## config.mk

```make
export PLATFORM = sky130hd
export DESIGN_NAME = load_store_unit
export DESIGN_NICKNAME = d
export VERILOG_FILES = /design/src/rtl/lsu_pkg.sv /design/src/rtl/lsu_align.sv /design/src/rtl/load_store_unit.sv
export SDC_FILE = /design/constraint.sdc
export NUM_CORES = 1
export LEC_CHECK = 0
export BUFFER_PORTS_ARGS = -buffer_cell sky130_fd_sc_hd__buf_2
export CAP_MARGIN = 15
export CORE_UTILIZATION = 35
export DETAILED_ROUTE_END_ITERATION = 16
export GPL_TIMING_DRIVEN = 0
export HOLD_SLACK_MARGIN = 0.1
export PLACE_DENSITY = 0.59
export SETUP_SLACK_MARGIN = 0.4
export SYNTH_ARGS = -nofsm -noshare
export SYNTH_HDL_FRONTEND = slang
export SYNTH_HIERARCHICAL = 1
export SYNTH_SLANG_ARGS = --single-unit
```

## constraint.sdc

```tcl
create_clock -name clk -period 2.4 [get_ports clk]
set_clock_uncertainty 0.15 [all_clocks]
set_input_delay 0.48 -clock clk [delete_from_list [all_inputs] [get_ports clk]]
set_output_delay 0.48 -clock clk [all_outputs]
set_load 0.01 [all_outputs]
```

## src/rtl/lsu_pkg.sv

```systemverilog
// Shared encodings for the load/store unit: access sizes, FSM states and the
// alignment check applied when a request is accepted.
package lsu_pkg;

    localparam logic [1:0] SZ_B   = 2'b00;
    localparam logic [1:0] SZ_H   = 2'b01;
    localparam logic [1:0] SZ_W   = 2'b10;
    localparam logic [1:0] SZ_RSV = 2'b11;

    typedef enum logic [1:0] {
        IDLE = 2'd0,
        REQ  = 2'd1,
        WAIT = 2'd2,
        RESP = 2'd3
    } lsu_state_t;

    // Misaligned half/word accesses and the reserved size never reach memory.
    function automatic logic access_err(input logic [1:0] size, input logic [1:0] addr_lo);
        case (size)
            SZ_B:    access_err = 1'b0;
            SZ_H:    access_err = addr_lo[0];
            SZ_W:    access_err = |addr_lo;
            default: access_err = 1'b1;
        endcase
    endfunction

endpackage

```

## src/rtl/lsu_align.sv

```systemverilog
// Byte-lane steering for stores and lane select plus sign/zero extension for loads.
// Purely combinational, zero latency; no flow control of its own.
module lsu_align
    import lsu_pkg::*;
(
    input  logic [1:0]  size,
    input  logic [1:0]  addr_lo,
    input  logic        is_unsigned,
    input  logic [31:0] st_data,
    output logic [31:0] st_wdata,
    output logic [3:0]  st_be,
    input  logic [31:0] ld_raw,
    output logic [31:0] ld_data
);

    logic [7:0]  ld_byte;
    logic [15:0] ld_half;

    // Narrow stores are replicated on every lane so memory only needs the byte enables.
    always_comb begin
        st_wdata = st_data;
        st_be    = 4'b1111;
        case (size)
            SZ_B: begin
                st_wdata = {4{st_data[7:0]}};
                st_be    = 4'b0001 << addr_lo;
            end
            SZ_H: begin
                st_wdata = {2{st_data[15:0]}};
                st_be    = 4'b0011 << {addr_lo[1], 1'b0};
            end
            default: ;
        endcase
    end

    always_comb begin
        ld_byte = ld_raw[7:0];
        case (addr_lo)
            2'd0: ld_byte = ld_raw[7:0];
            2'd1: ld_byte = ld_raw[15:8];
            2'd2: ld_byte = ld_raw[23:16];
            2'd3: ld_byte = ld_raw[31:24];
            default: ;
        endcase
        ld_half = addr_lo[1] ? ld_raw[31:16] : ld_raw[15:0];
        case (size)
            SZ_B:    ld_data = {{24{~is_unsigned & ld_byte[7]}}, ld_byte};
            SZ_H:    ld_data = {{16{~is_unsigned & ld_half[15]}}, ld_half};
            default: ld_data = ld_raw;
        endcase
    end

endmodule

```

## src/rtl/load_store_unit.sv

```systemverilog
// MEM-stage load/store unit: loads take >=3 cycles to rsp_valid, stores >=2, errors 1.
// Backpressure: stall holds the pipeline while a request is pending, gnt/rvalid pace it.
module load_store_unit
    import lsu_pkg::*;
#(
    parameter int ADDR_W = 32,
    parameter int DATA_W = 32
) (
    input  logic              clk,
    input  logic              reset,
    input  logic              req_valid,
    input  logic              req_we,
    input  logic [1:0]        req_size,
    input  logic              req_unsigned,
    input  logic [ADDR_W-1:0] req_addr,
    input  logic [DATA_W-1:0] req_wdata,
    input  logic [4:0]        req_rd,
    output logic              stall,
    output logic              rsp_valid,
    output logic [DATA_W-1:0] rsp_rdata,
    output logic [4:0]        rsp_rd,
    output logic              rsp_err,
    output logic              mem_req,
    output logic              mem_we,
    output logic [ADDR_W-1:0] mem_addr,
    output logic [DATA_W-1:0] mem_wdata,
    output logic [3:0]        mem_be,
    input  logic              mem_gnt,
    input  logic              mem_rvalid,
    input  logic [DATA_W-1:0] mem_rdata
);

    lsu_state_t        state_q, state_d;
    logic              we_q, we_d;
    logic [1:0]        size_q, size_d;
    logic              uns_q, uns_d;
    logic [ADDR_W-1:0] addr_q, addr_d;
    logic [DATA_W-1:0] wdata_q, wdata_d;
    logic [4:0]        rd_q, rd_d;
    logic              err_q, err_d;
    logic [DATA_W-1:0] rdata_q, rdata_d;
    logic [DATA_W-1:0] ld_ext;

    lsu_align u_align (
        .size        (size_q),
        .addr_lo     (addr_q[1:0]),
        .is_unsigned (uns_q),
        .st_data     (wdata_q),
        .st_wdata    (mem_wdata),
        .st_be       (mem_be),
        .ld_raw      (mem_rdata),
        .ld_data     (ld_ext)
    );

    always_comb begin
        state_d = state_q;
        we_d    = we_q;
        size_d  = size_q;
        uns_d   = uns_q;
        addr_d  = addr_q;
        wdata_d = wdata_q;
        rd_d    = rd_q;
        err_d   = err_q;
        rdata_d = rdata_q;
        case (state_q)
            IDLE: begin
                if (req_valid) begin
                    we_d    = req_we;
                    size_d  = req_size;
                    uns_d   = req_unsigned;
                    addr_d  = req_addr;
                    wdata_d = req_wdata;
                    rd_d    = req_rd;
                    err_d   = access_err(req_size, req_addr[1:0]);
                    // Cleared here so stores and errors respond with zero data.
                    rdata_d = '0;
                    state_d = access_err(req_size, req_addr[1:0]) ? RESP : REQ;
                end
            end
            REQ: begin
                if (mem_gnt) state_d = we_q ? RESP : WAIT;
            end
            WAIT: begin
                if (mem_rvalid) begin
                    rdata_d = ld_ext;
                    state_d = RESP;
                end
            end
            RESP:    state_d = IDLE;
            default: state_d = IDLE;
        endcase
    end

    always_ff @(posedge clk or negedge reset) begin
        if (!reset) begin
            state_q <= IDLE;
            we_q    <= 1'b0;
            size_q  <= 2'b00;
            uns_q   <= 1'b0;
            addr_q  <= '0;
            wdata_q <= '0;
            rd_q    <= 5'd0;
            err_q   <= 1'b0;
            rdata_q <= '0;
        end else begin
            state_q <= state_d;
            we_q    <= we_d;
            size_q  <= size_d;
            uns_q   <= uns_d;
            addr_q  <= addr_d;
            wdata_q <= wdata_d;
            rd_q    <= rd_d;
            err_q   <= err_d;
            rdata_q <= rdata_d;
        end
    end

    // Gated by reset so an asserted reset releases the pipeline in the same cycle.
    assign stall     = reset && ((state_q == IDLE && req_valid) || state_q == REQ || state_q == WAIT);
    assign mem_req   = (state_q == REQ);
    assign mem_we    = we_q;
    assign mem_addr  = {addr_q[ADDR_W-1:2], 2'b00};
    assign rsp_valid = (state_q == RESP);
    assign rsp_err   = (state_q == RESP) && err_q;
    assign rsp_rdata = (state_q == RESP) ? rdata_q : '0;
    assign rsp_rd    = rd_q;

endmodule

```

=== Word-level counts from Yosys, hierarchy flattened ===
Index checks and enable logic that the tools add are counted.

* Bitwise logic cells: 3
* Reduce and logical (&&, ||, !) cells: 14
* Equal/unequal tests: 12
* Mux-type cells: 18
* Shift operators: 2

{| class="wikitable"
|+ Operator list
! operator !! count
|-
| 32-bit case mux with 2 select lines || 3
|-
| 32-bit two-way mux || 3
|-
| 8-bit case mux with 4 select lines || 1
|-
| 16-bit two-way mux || 1
|-
| 2-bit == test (second input constant) || 5
|-
| 2-bit by 1-bit == test with 1-bit output (second input constant) || 4
|-
| 2-bit zero test || 4
|-
| 2-bit two-way mux || 4
|-
| 2-bit case mux with 4 select lines || 1
|-
| 4-bit case mux with 2 select lines || 1
|-
| 3-bit AND reduction || 2
|-
| 2-bit inequality test (second input constant) || 2
|-
| 1-bit by 2-bit left shift with 4-bit output (first input constant) || 1
|-
| 2-bit by 2-bit left shift with 4-bit output (first input constant) || 1
|-
| 1-bit logical AND || 3
|-
| 1-bit two-way mux || 3
|-
| 1-bit case mux with 3 select lines || 1
|-
| 1-bit AND || 2
|-
| 1-bit logical OR || 2
|-
| 2-bit by 1-bit inequality test with 1-bit output (second input constant) || 1
|-
| 2-bit AND reduction || 1
|-
| 2-bit nonzero test || 1
|-
| 2-bit OR reduction || 1
|-
| 1-bit NOT || 1
|}

* Bits in registers: 108
* Output and inout port bits: 110
* Bits of input ports: 110
* Logic and storage cells: 58

=== Longest topological paths before layout ===
Gate-level depths: netlist of run 1.

* Depth in word-level cells: 7
* Mapped depth: 7
* Gate-level depth less buffers: 5

=== By module ===
Netlist of run 1, hierarchy kept.

{| class="wikitable"
|+ By module, submodules not included
! module !! instances !! cells an instance !! sequential area each (sq um) !! area an instance (sq um)
|-
| load_store_unit || 1 || 327 || 2,702.6 || 4,578.1
|-
| lsu_align || 1 || 191 || 0.0 || 1,257.5
|}

=== Worst setup path before layout of run 1 ===
OpenSTA, ideal clock, no wires.

* Kind: reg-to-output
* From: register state_q[0]
* To: output stall
* Stages on the path, launching flop included: 7
* Arrival time: 1.434 ns
* Setup slack: 0.336 ns
* Required time: 1.770 ns
* Buffers on the path: 2
* Cell sequence: dfrtp_1 -> inv_1 -> ha_1 -> nand2_1 -> buf_2 -> buf_2 -> a21boi_0

* Word-level cells in the longest chain between the ends: 5
* Elaborated cells between the ends (all ways): 7
* Those cells by class: eq/ne (2); reduce/logical (5)

{| class="wikitable"
|+ Ends and longest elaborated chain
! what !! line !! source
|-
| start, declared || load_store_unit.sv:33 || <nowiki>lsu_state_t state_q, state_d;</nowiki>
|-
| start signal, assigned || load_store_unit.sv:106 || <nowiki>state_q <= state_d;</nowiki>
|-
| 2-bit zero test || load_store_unit.sv:119 || <nowiki>assign stall = reset && ((state_q == IDLE && req_valid) || state_q == REQ || state_q == WAIT);</nowiki>
|-
| 1-bit logical AND || load_store_unit.sv:119 ||
|-
| 1-bit logical OR || load_store_unit.sv:119 ||
|-
| 1-bit logical OR * || load_store_unit.sv:119 ||
|-
| 1-bit logical AND * || load_store_unit.sv:119 ||
|-
| end, declared || load_store_unit.sv:18 || <nowiki>output logic stall,</nowiki>
|}

Mark *: on every way between the ends. The rest lies on a longest branch, timed or not.

=== Worst setup path in the final report of run 1 ===
Same ends and word-level chain as after synthesis.

==> results of run 1 <==
cell usage in the layout (no fill, tap or decap), types with 3 or more instances in the layout:
master	Yosys	final
dfrtp_1	108	106
clkbuf_16	0	17
mux2_4	0	7
clkbuf_2	0	4
ha_4	0	4
mux2i_1	19	14
o21ai_1	16	18
buf_6	4	35
nor2b_1	13	12
o21ai_4	0	4
clkbuf_4	0	3
diode_2	0	3
inv_1	7	4
mux2i_4	0	3
buf_4	40	74
buf_12	0	8
nand2_1	52	32
a22o_1	40	39
mux2_2	82	75
nand2_4	0	9
o22a_1	4	4
buf_2	17	199
nor2_1	10	7
buf_8	0	13
and2_1	33	33
mux4_2	3	3
a221o_1	7	7
nand2_2	0	11
a211oi_1	5	5
o22ai_1	4	4
clkinvlp_4	0	3
repair_timing:
action / CTS / global route
pin swaps: 25 / 40
buffers inserted: 35 / 10
resized for setup: 135 / 79
cloned: 6 / 4
endpoints found under the hold margin: 68 / 68
endpoints found under the setup margin: 143 / 124
through the flow:
stage	hold slack (ns)	setup TNS (ns)
3_3_place_gp	0.308	-65.64
5_1_grt	-0.111	0
4_1_cts	-0.115	0
2_1_floorplan	0.0344	0
3_5_place_dp	0.315	-0.159
6_report	-0.128	0
how the worst max path moves through the flow:
| stage | from | to | slack (ns) | depth (start not counted) |
|---|---|---|---|---|
| after floorplan | state_q[0] | stall | 0.42 | 6 |
| after global placement | reset | stall | -1.05 | 3 |
| after CTS | state_q[0] | stall | 0.17 | 7 |
| after detailed placement | reset | stall | -0.16 | 4 |
| after global routing | state_q[0] | stall | 0.13 | 7 |
| final | state_q[0] | stall | 0.19 | 7 |
cell families after synthesis:
family,count (synthesis),share of synthesized area (%)
DFF,108,46.3
buffers and inverters,84,8.86
AOI/OAI and AO/OA,97,12.6
muxes,105,20.7
and+or+nand+nor,117,10.2
adders and majority gates,6,1.29
other,1,0.0643
routing by layer:
| metal | vias up | track usage (%) |
|---|---|---|
| met4 | 0 | 8.82 |
| met2 | 260 | 35.3 |
| met5 | - | 0 |
| met3 | 40 | 7.75 |
| met1 | 2539 | 26.6 |
| li1 | 2371 | - |
cell type report:
cell class,count,area share (%)
antenna,3,0.0847
buffer,77,8.65
clock buffer,9,2.54
clock inverter,7,0.649
inverter,7,0.367
multi-input combinational,327,33.4
sequential,108,30.5
tap,216,3.05
timing repair buffer,273,20.8
power breakdown:
part           total (W)  switching (W)  internal (W)  leakage, nW
clock            0.00145       0.000727      0.000720        0.134
combinational    0.00870        0.00374       0.00496         2.94
sequential       0.00337       0.000668       0.00271         1.33
total             0.0135        0.00514       0.00839         4.40
worst max-delay path, delay by kind of cell (launching register included):
kind	cells	cell delay, ns
DFF	1	0.45
buffers and inverters	4	0.43
adders and majority gates	1	0.17
and+or+nand+nor	1	0.13
AOI/OAI and AO/OA	1	0.06
state kept, by name, summed over array words and instances (netlist names):
name     count
size_q       2
rdata_q     32
mem_we       1
uns_q        1
addr_q      32
rsp_rd       5
err_q        1
wdata_q     32
state_q      2
==> impl_metrics.yaml, run 1 <==
clock_tree:
  cts_sinks: 108
  cts_buffer_depth: 2
  cts_root_buffer: "clkbuf_16"
  cts_tree: "built"
  insertion_delay_ns: 0.35
  cts_buffers: 9
  ctsHtreeMaxLevel: 3
  path_clk_slew_ns: 0.08
worst_setup_path:
  required_ns: 1.77
  cp_max_fo: 4
  path_cells: "inv_4, buf_4, buf_6, ha_4, nor2_2, a21boi_2, buf_2"
  worst-r2r-setup-slack_ns: 0.20
  cp-end-kind: "output pin"
  worstPathArrival_ns: 1.58
  critPathLaunchType: "flip-flop"
  worstSetupPathType: "flip-flop to output pin"
  r2r_cells: 9
  r2r-start: "state_q[0]"
  cpMaxStageDelayCell: "dfrtp_2"
  timing.rr.end: "rdata_q[15]"
  cpPeakStageDelay_ns: 0.45
timing:
  slew-limit-headroom_pct: 65.3
  holdWs_ns: -0.128
  rsz0062_at_grt: "true"
  slew_viol_final: 0
  setup_viol: 0
  min_period_over_period_pct: 92.2
  period_needed_ns: 2.21
  finalWorstSetupSlack_ns: 0.187
  worst_pin_slew_ns: 0.518
  fmax_ghz: 0.452
  hold_violations: 68
logic_synthesis:
  synth_seq_cells: 108
  synthArstFlopShare_pct: 100
  synth_edf_count: 0
  synthTopCellsByArea: "dfrtp_1 46%, mux2_2 16%, a22o_1 6.0%"
  synth_area_mm2: 0.00584
  synthFlopType: "dfrtp_1"
  synth_most_common_cell: "dfrtp_1"
  ys_types: 40
  synth_common_cells: "108 x dfrtp_1, 82 x mux2_2, 52 x nand2_1, 40 x a22o_1, 40 x buf_4"
  syn_avg_cell_area_um2: 11.3
  ys_seq_area_share_pct: 46.3
  yosysWarnings: 6
  synth_top_cell_by_area: "dfrtp_1"
  netlist_instances: 518
  yosysTopAreaCellShare_pct: 46.3
placement:
  preCtsSetupSlack_ns: -0.159
  dpl_cell_area_mm2: 0.00722
  dp_cells: 953
  io_buffers: 217
  dp_hpwl_um: 13300
  gp_congestion: 0.849
global_routing:
  first_global_vias: 5361
  overflow: 0
  grt_pass1_wl_um: 29100
  track_usage_pct: 21.9
  antenna_found_initial: 3
  grt_max_degree: 70
power:
  p_per_area_mw_per_mm2: 1530
  p_total_w: 0.0135
  vdd_drop_max_uv: 696
  leakagePower_nw: 4.40
layout:
  postLayoutCellArea_mm2: 0.00887
  fillers: 1420
  final_cells: 1027
  nNetsFinal: 919
  ff_latch_area_mm2: 0.00271
  final_util_pct: 55.2
  area_growth_pct: 51.9
  multi_input_area_mm2: 0.00296
  drive_above_1_share_pct: 62.1
run_status:
  status: "finished with violations"
  violations: "hold timing"
floorplan:
  coreArea_mm2: 0.0161
  die_height_um: 131
  initial_core_util_pct: 36.3
  fp.dieW_um: 131
  rows: 46
  io_pins: 220
  dieArea_mm2: 0.0172
routing:
  viasPerCell: 5.07
  wirelength_um: 19300
  ant_nets: 0
  vias: 5210
  drt_iter0_drc: 324
  routedWlPerCell_um: 18.8
  routed.top_layer: "met4"
  wl_met3_um: 1890
  firstDrtPassIters: 5
  met2_length_um: 9210
  drc: 0
  wl_met1_um: 7690
run:
  max-cap-violations: 0
worst_hold_path:
  hold_class: "input pin to asynchronous set/reset pin"
(Power assumes the default switching activity.)
==> run 2, diff against run 1 <==
--- a/config.mk
+++ b/config.mk
@@ -9,7 +9,6 @@
 export CAP_MARGIN = 15
 export CORE_UTILIZATION = 35
 export DETAILED_ROUTE_END_ITERATION = 16
-export GPL_TIMING_DRIVEN = 0
 export HOLD_SLACK_MARGIN = 0.1
 export PLACE_DENSITY = 0.59
 export SETUP_SLACK_MARGIN = 0.4
==> impl_metrics.yaml, run 2 (synthesized netlist as in run 1, its figures left out) <==
floorplan:
  io_pins: 220
  fp.dieW_um: 131
  coreArea_mm2: 0.0161
  rows: 46
  die_height_um: 131
  dieArea_mm2: 0.0172
  initial_core_util_pct: 36.3
worst_setup_path:
  worstPathArrival_ns: 1.48
  path_depth: 4
  path_cells: "ha_4, buf_12, and2_1, buf_2"
  crit_family: "flip-flops"
  cpPeakStageDelay_ns: 0.46
  worstSetupPathType: "flip-flop to output pin"
  cp-end-kind: "output pin"
  required_ns: 1.77
  r2r_cells: 6
  r2r-start: "state_q[1]"
  cp-startpoint: "state_q[1]"
  critPathLaunchType: "flip-flop"
  cp_max_fo: 9
  timing.rr.end: "state_q[1]"
  cpMaxStageDelayCell: "dfrtp_2"
  cp-endpoint: "rsp_rdata[15]"
  path_buf_inv: 2
  worst-r2r-setup-slack_ns: 0.36
global_routing:
  globalRouteMet3Util_pct: 6.33
  use_met2_pct: 32.2
  first_global_vias: 4918
  track_usage_pct: 19.6
  grt_pass1_wl_um: 26400
  overflow: 0
  top_usage_layer: "met2"
  antenna_found_initial: 3
  grt_max_degree: 109
  grt_use_met1_pct: 23.9
power:
  switching_share_pct: 38.2
  vdd_drop_max_uv: 757
  p_total_w: 0.0116
  power_frac_clock_pct: 14.0
  leakagePower_nw: 3.92
  p_comb_share_pct: 57.0
  power.internal_w: 0.00719
  p_per_area_mw_per_mm2: 1450
  power.switching_w: 0.00445
  p_seq_share_pct: 29.0
timing:
  slew_viol_final: 0
  rsz0062_at_grt: "true"
  finalWorstSetupSlack_ns: 0.288
  setup_viol: 0
  min_period_over_period_pct: 88.0
  slew-limit-headroom_pct: 57.9
  fmax_ghz: 0.473
  setup_tns_ns: 0
  worst_pin_slew_ns: 0.631
  hold_violations: 0
  period_needed_ns: 2.11
layout:
  largest_registers: "addr_q (32), rdata_q (32), wdata_q (32)"
  nNetsFinal: 839
  final_cells: 947
  drive_above_1_share_pct: 58.4
  final_common_cell: "buf_2"
  final_cell_mix: "191 x buf_2, 102 x dfrtp_1, 82 x mux2_2"
  final_util_pct: 49.9
  area_growth_pct: 37.3
  fillers: 1437
placement:
  dp_hpwl_um: 11600
  preCtsSetupSlack_ns: 0.283
  dp_cells: 891
  gp_congestion: 0.856
  io_buffers: 217
routing:
  drc: 0
  vias: 4852
  firstDrtPassIters: 4
  wirelength_um: 17300
  ant_nets: 0
  routedWlPerCell_um: 18.3
  drt_iter0_drc: 240
  viasPerCell: 5.12
clock_tree:
  cts_sinks: 108
  cts_buffers: 9
  insertion_delay_ns: 0.35
  ctsHtreeMaxLevel: 3
  cts_buffer_depth: 2
  path_clk_slew_ns: 0.07
  cts_root_buffer: "clkbuf_16"
  cts_tree: "built"
run_status:
  status: "completed"
run:
  max-cap-violations: 0
worst_hold_path:
  hold_class: "input pin to asynchronous set/reset pin"
run 2: cell count changes in the layout (fill, tap and decap cells not counted), sizes merged:
cell / change
buf: -67
bufbuf: +1
bufinv: +2
clkinv: -2
inv: -1
clkbuf: -13
run 2: metal layers:
| layer | part of all wire, % | vias to the layer above |
|---|---|---|
| met5 | 0 | - |
| met2 | 49 | 250 |
| met3 | 9.3 | 26 |
| met4 | 2.1 | 0 |
| li1 | - | 2195 |
| met1 | 40 | 2381 |
run 2: worst min path at each step:
stage             endpoint       start  cells past startpoint  slack [ns]
6_report       rdata_q[26]       reset                      2        0.05
5_1_grt        rdata_q[16]       reset                      2        0.11
4_1_cts        rdata_q[26]       reset                      2        0.11
3_5_place_dp    addr_q[16]  addr_q[16]                      1        0.34
3_3_place_gp         err_q       err_q                      2        0.33
2_1_floorplan    addr_q[0]       reset                      0        0.03
run 2: what timing repair did:
action / 4_1_cts / 5_1_grt
setup buffers: 23 / 7
pin swaps: 10 / 37
gates cloned: 2 / 5
hold buffers: 0 / 0
resized for setup: 51 / 63
endpoints found under the setup margin: 94 / 95
run 2: cell type report:
cell class                 instances  area, µm²  area share, %
clock buffer                      10        229           2.86
sequential                       108       2710           33.8
timing repair buffer             270       1860           23.2
tap                              216        270           3.37
clock inverter                     6       95.1           1.19
inverter                           7       35.0          0.437
antenna                            3       7.51         0.0937
multi-input combinational        327       2810           35.0
run 2: through the flow:
stage                     hold slack, ns  area [µm²]
after floorplan                   0.0344        5840
after global placement             0.328        6860
after detailed placement           0.337        6860
after CTS                          0.106        7590
after global routing               0.109        8010
final                             0.0478        8010
run 2: worst reg2reg max path: stages, from the launching register on:
cell	delay [ns]
dfrtp_2	0.46
buf_6	0.14
ha_4	0.17
nor2b_4	0.12
buf_4	0.13
nor3_1	0.37
mux2_2	0.39
run 2: power by group through the flow:
stage               Clock, W  Sequential (W)  Combinational, W
floorplan                  0         0.00312           0.00403
global placement           0         0.00333           0.00502
detailed placement         0         0.00337           0.00515
CTS                  0.00169         0.00337           0.00598
global route         0.00175         0.00351           0.00712
finish               0.00163         0.00338           0.00664
==> run 3, diff against run 2 <==
--- a/config.mk
+++ b/config.mk
@@ -6,12 +6,12 @@
 export NUM_CORES = 1
 export LEC_CHECK = 0
 export BUFFER_PORTS_ARGS = -buffer_cell sky130_fd_sc_hd__buf_2
-export CAP_MARGIN = 15
+export CAP_MARGIN = 20
 export CORE_UTILIZATION = 35
 export DETAILED_ROUTE_END_ITERATION = 16
 export HOLD_SLACK_MARGIN = 0.1
 export PLACE_DENSITY = 0.59
-export SETUP_SLACK_MARGIN = 0.4
+export SETUP_SLACK_MARGIN = 0.1
 export SYNTH_ARGS = -nofsm -noshare
 export SYNTH_HDL_FRONTEND = slang
 export SYNTH_HIERARCHICAL = 1
==> impl_metrics.yaml, run 3 (synthesized netlist as in run 1, its figures left out) <==
timing:
  slew_viol_final: 0
  min_period_over_period_pct: 93.4
  rsz0062_at_grt: "true"
  holdWs_ns: 0.196
  setup_viol: 0
  hold_violations: 0
  slew-limit-headroom_pct: 54.0
  finalWorstSetupSlack_ns: 0.159
  worst_pin_slew_ns: 0.688
  period_needed_ns: 2.24
  fmax_ghz: 0.446
  setup_tns_ns: 0
placement:
  dp_hpwl_um: 11500
  gp_congestion: 0.878
  io_buffers: 217
  preCtsSetupSlack_ns: 0.283
layout:
  area_growth_pct: 23.5
  final_util_pct: 44.9
  final_cell_mix: "216 x buf_2, 106 x dfrtp_1, 82 x mux2_2"
  drive_above_1_share_pct: 49.7
  largest_registers: "addr_q (32), rdata_q (32), wdata_q (32)"
  nNetsFinal: 805
  final_common_cell: "buf_2"
  fillers: 1533
floorplan:
  coreArea_mm2: 0.0161
  rows: 46
  die_height_um: 131
  initial_core_util_pct: 36.3
  io_pins: 220
  fp.dieW_um: 131
  dieArea_mm2: 0.0172
clock_tree:
  cts_buffer_depth: 2
  cts_tree: "built"
  cts_buffers: 9
  cts_root_buffer: "clkbuf_16"
  ctsHtreeMaxLevel: 3
  path_clk_slew_ns: 0.08
  insertion_delay_ns: 0.35
  cts_sinks: 108
routing:
  firstDrtPassIters: 4
  drc: 0
  wirelength_um: 15800
  routedWlPerCell_um: 17.4
  vias: 4560
  drt_iter0_drc: 181
  viasPerCell: 5.00
  ant_nets: 0
global_routing:
  grt_pass1_wl_um: 25400
  overflow: 0
  antenna_found_initial: 2
  track_usage_pct: 18.9
  grt_max_degree: 109
  first_global_vias: 4832
run_status:
  status: "completed"
worst_setup_path:
  worstPathArrival_ns: 1.61
  critPathLaunchType: "flip-flop"
  cp_max_fo: 5
  required_ns: 1.77
  worstSetupPathType: "flip-flop to output pin"
  cp-end-kind: "output pin"
power:
  p_per_area_mw_per_mm2: 1390
  vdd_drop_max_uv: 594
  leakagePower_nw: 3.61
run:
  max-cap-violations: 0
worst_hold_path:
  hold_class: "input pin to flip-flop"
==> run 3: cell types whose count changed in the layout (fill, tap and decap cells not counted), moves of 8 or more <==
cell and delta:
buf_6 -27, o21ai_1 -8, and2_1 +23, buf_2 +25, buf_4 -22, o21ai_0 +8, and2_4 -23
==> run 3: power breakdown <==
part	switching, W	internal [W]
clock network	0.000732	0.000728
logic	0.00268	0.00254
registers	0.000603	0.00271
==> run 3: routing by layer <==
layer / global-route usage [%] / vias to the layer above / wire length [µm]
met3: 5.56 / 21 / 1380
met1: 22.2 / 2204 / 6330
met2: 31.9 / 204 / 7810
met4: 8.24 / 0 / 312
met5: 0 / - / 0
li1: - / 2131 / -
==> run 3: cell type report <==
class	count	area (µm²)	share of cell area, %
multi-input combinational	327	2640	36.6
timing repair buffer	236	1270	17.7
tap	216	270	3.75
sequential	108	2710	37.5
inverter	7	30.0	0.417
clock buffer	10	229	3.18
clock inverter	6	57.6	0.798
antenna	2	5.00	0.0694
==> run 3: repair_timing <==
item,in CTS,in global routing
setup endpoints to repair,4,17
hold buffers,1,0
setup buffers,2,1
pin swaps,0,0
endpoints found under the hold margin,3,0
resized for setup,4,5
==> run 3: metrics by stage <==
step           cell area, µm²  std cells  power, W
5_1_grt                  7210        911    0.0107
3_5_place_dp             6860        890   0.00851
4_1_cts                  7180        909    0.0101
3_3_place_gp             6860        890   0.00835
6_report                 7210        912   0.00999
2_1_floorplan            5840        519   0.00714
==> run 3: worst paths after layout <==
| check | start | to | cells past startpoint | slack, ns |
|---|---|---|---|---|
| worst max-delay path | state_q[0] | stall | 5 | 0.16 |
| worst min-delay path | req_addr[19] | addr_q[19] | 2 | 0.20 |
| worst max register to register | state_q[0] | rdata_q[1] | 6 | 0.29 |
| worst min register to register | err_q | err_q | 2 | 0.34 |
| max in group asynchronous | reset | wdata_q[3] | 3 | 1.01 |
| min in group asynchronous | reset | rdata_q[24] | 3 | 0.58 |
==> run 3: worst max-delay path, stage by stage, from the launching register on <==
cell,delay (ns)
dfrtp_1,0.44
inv_1,0.16
ha_2,0.25
nand2_4,0.08
a21boi_0,0.17
buf_2,0.16
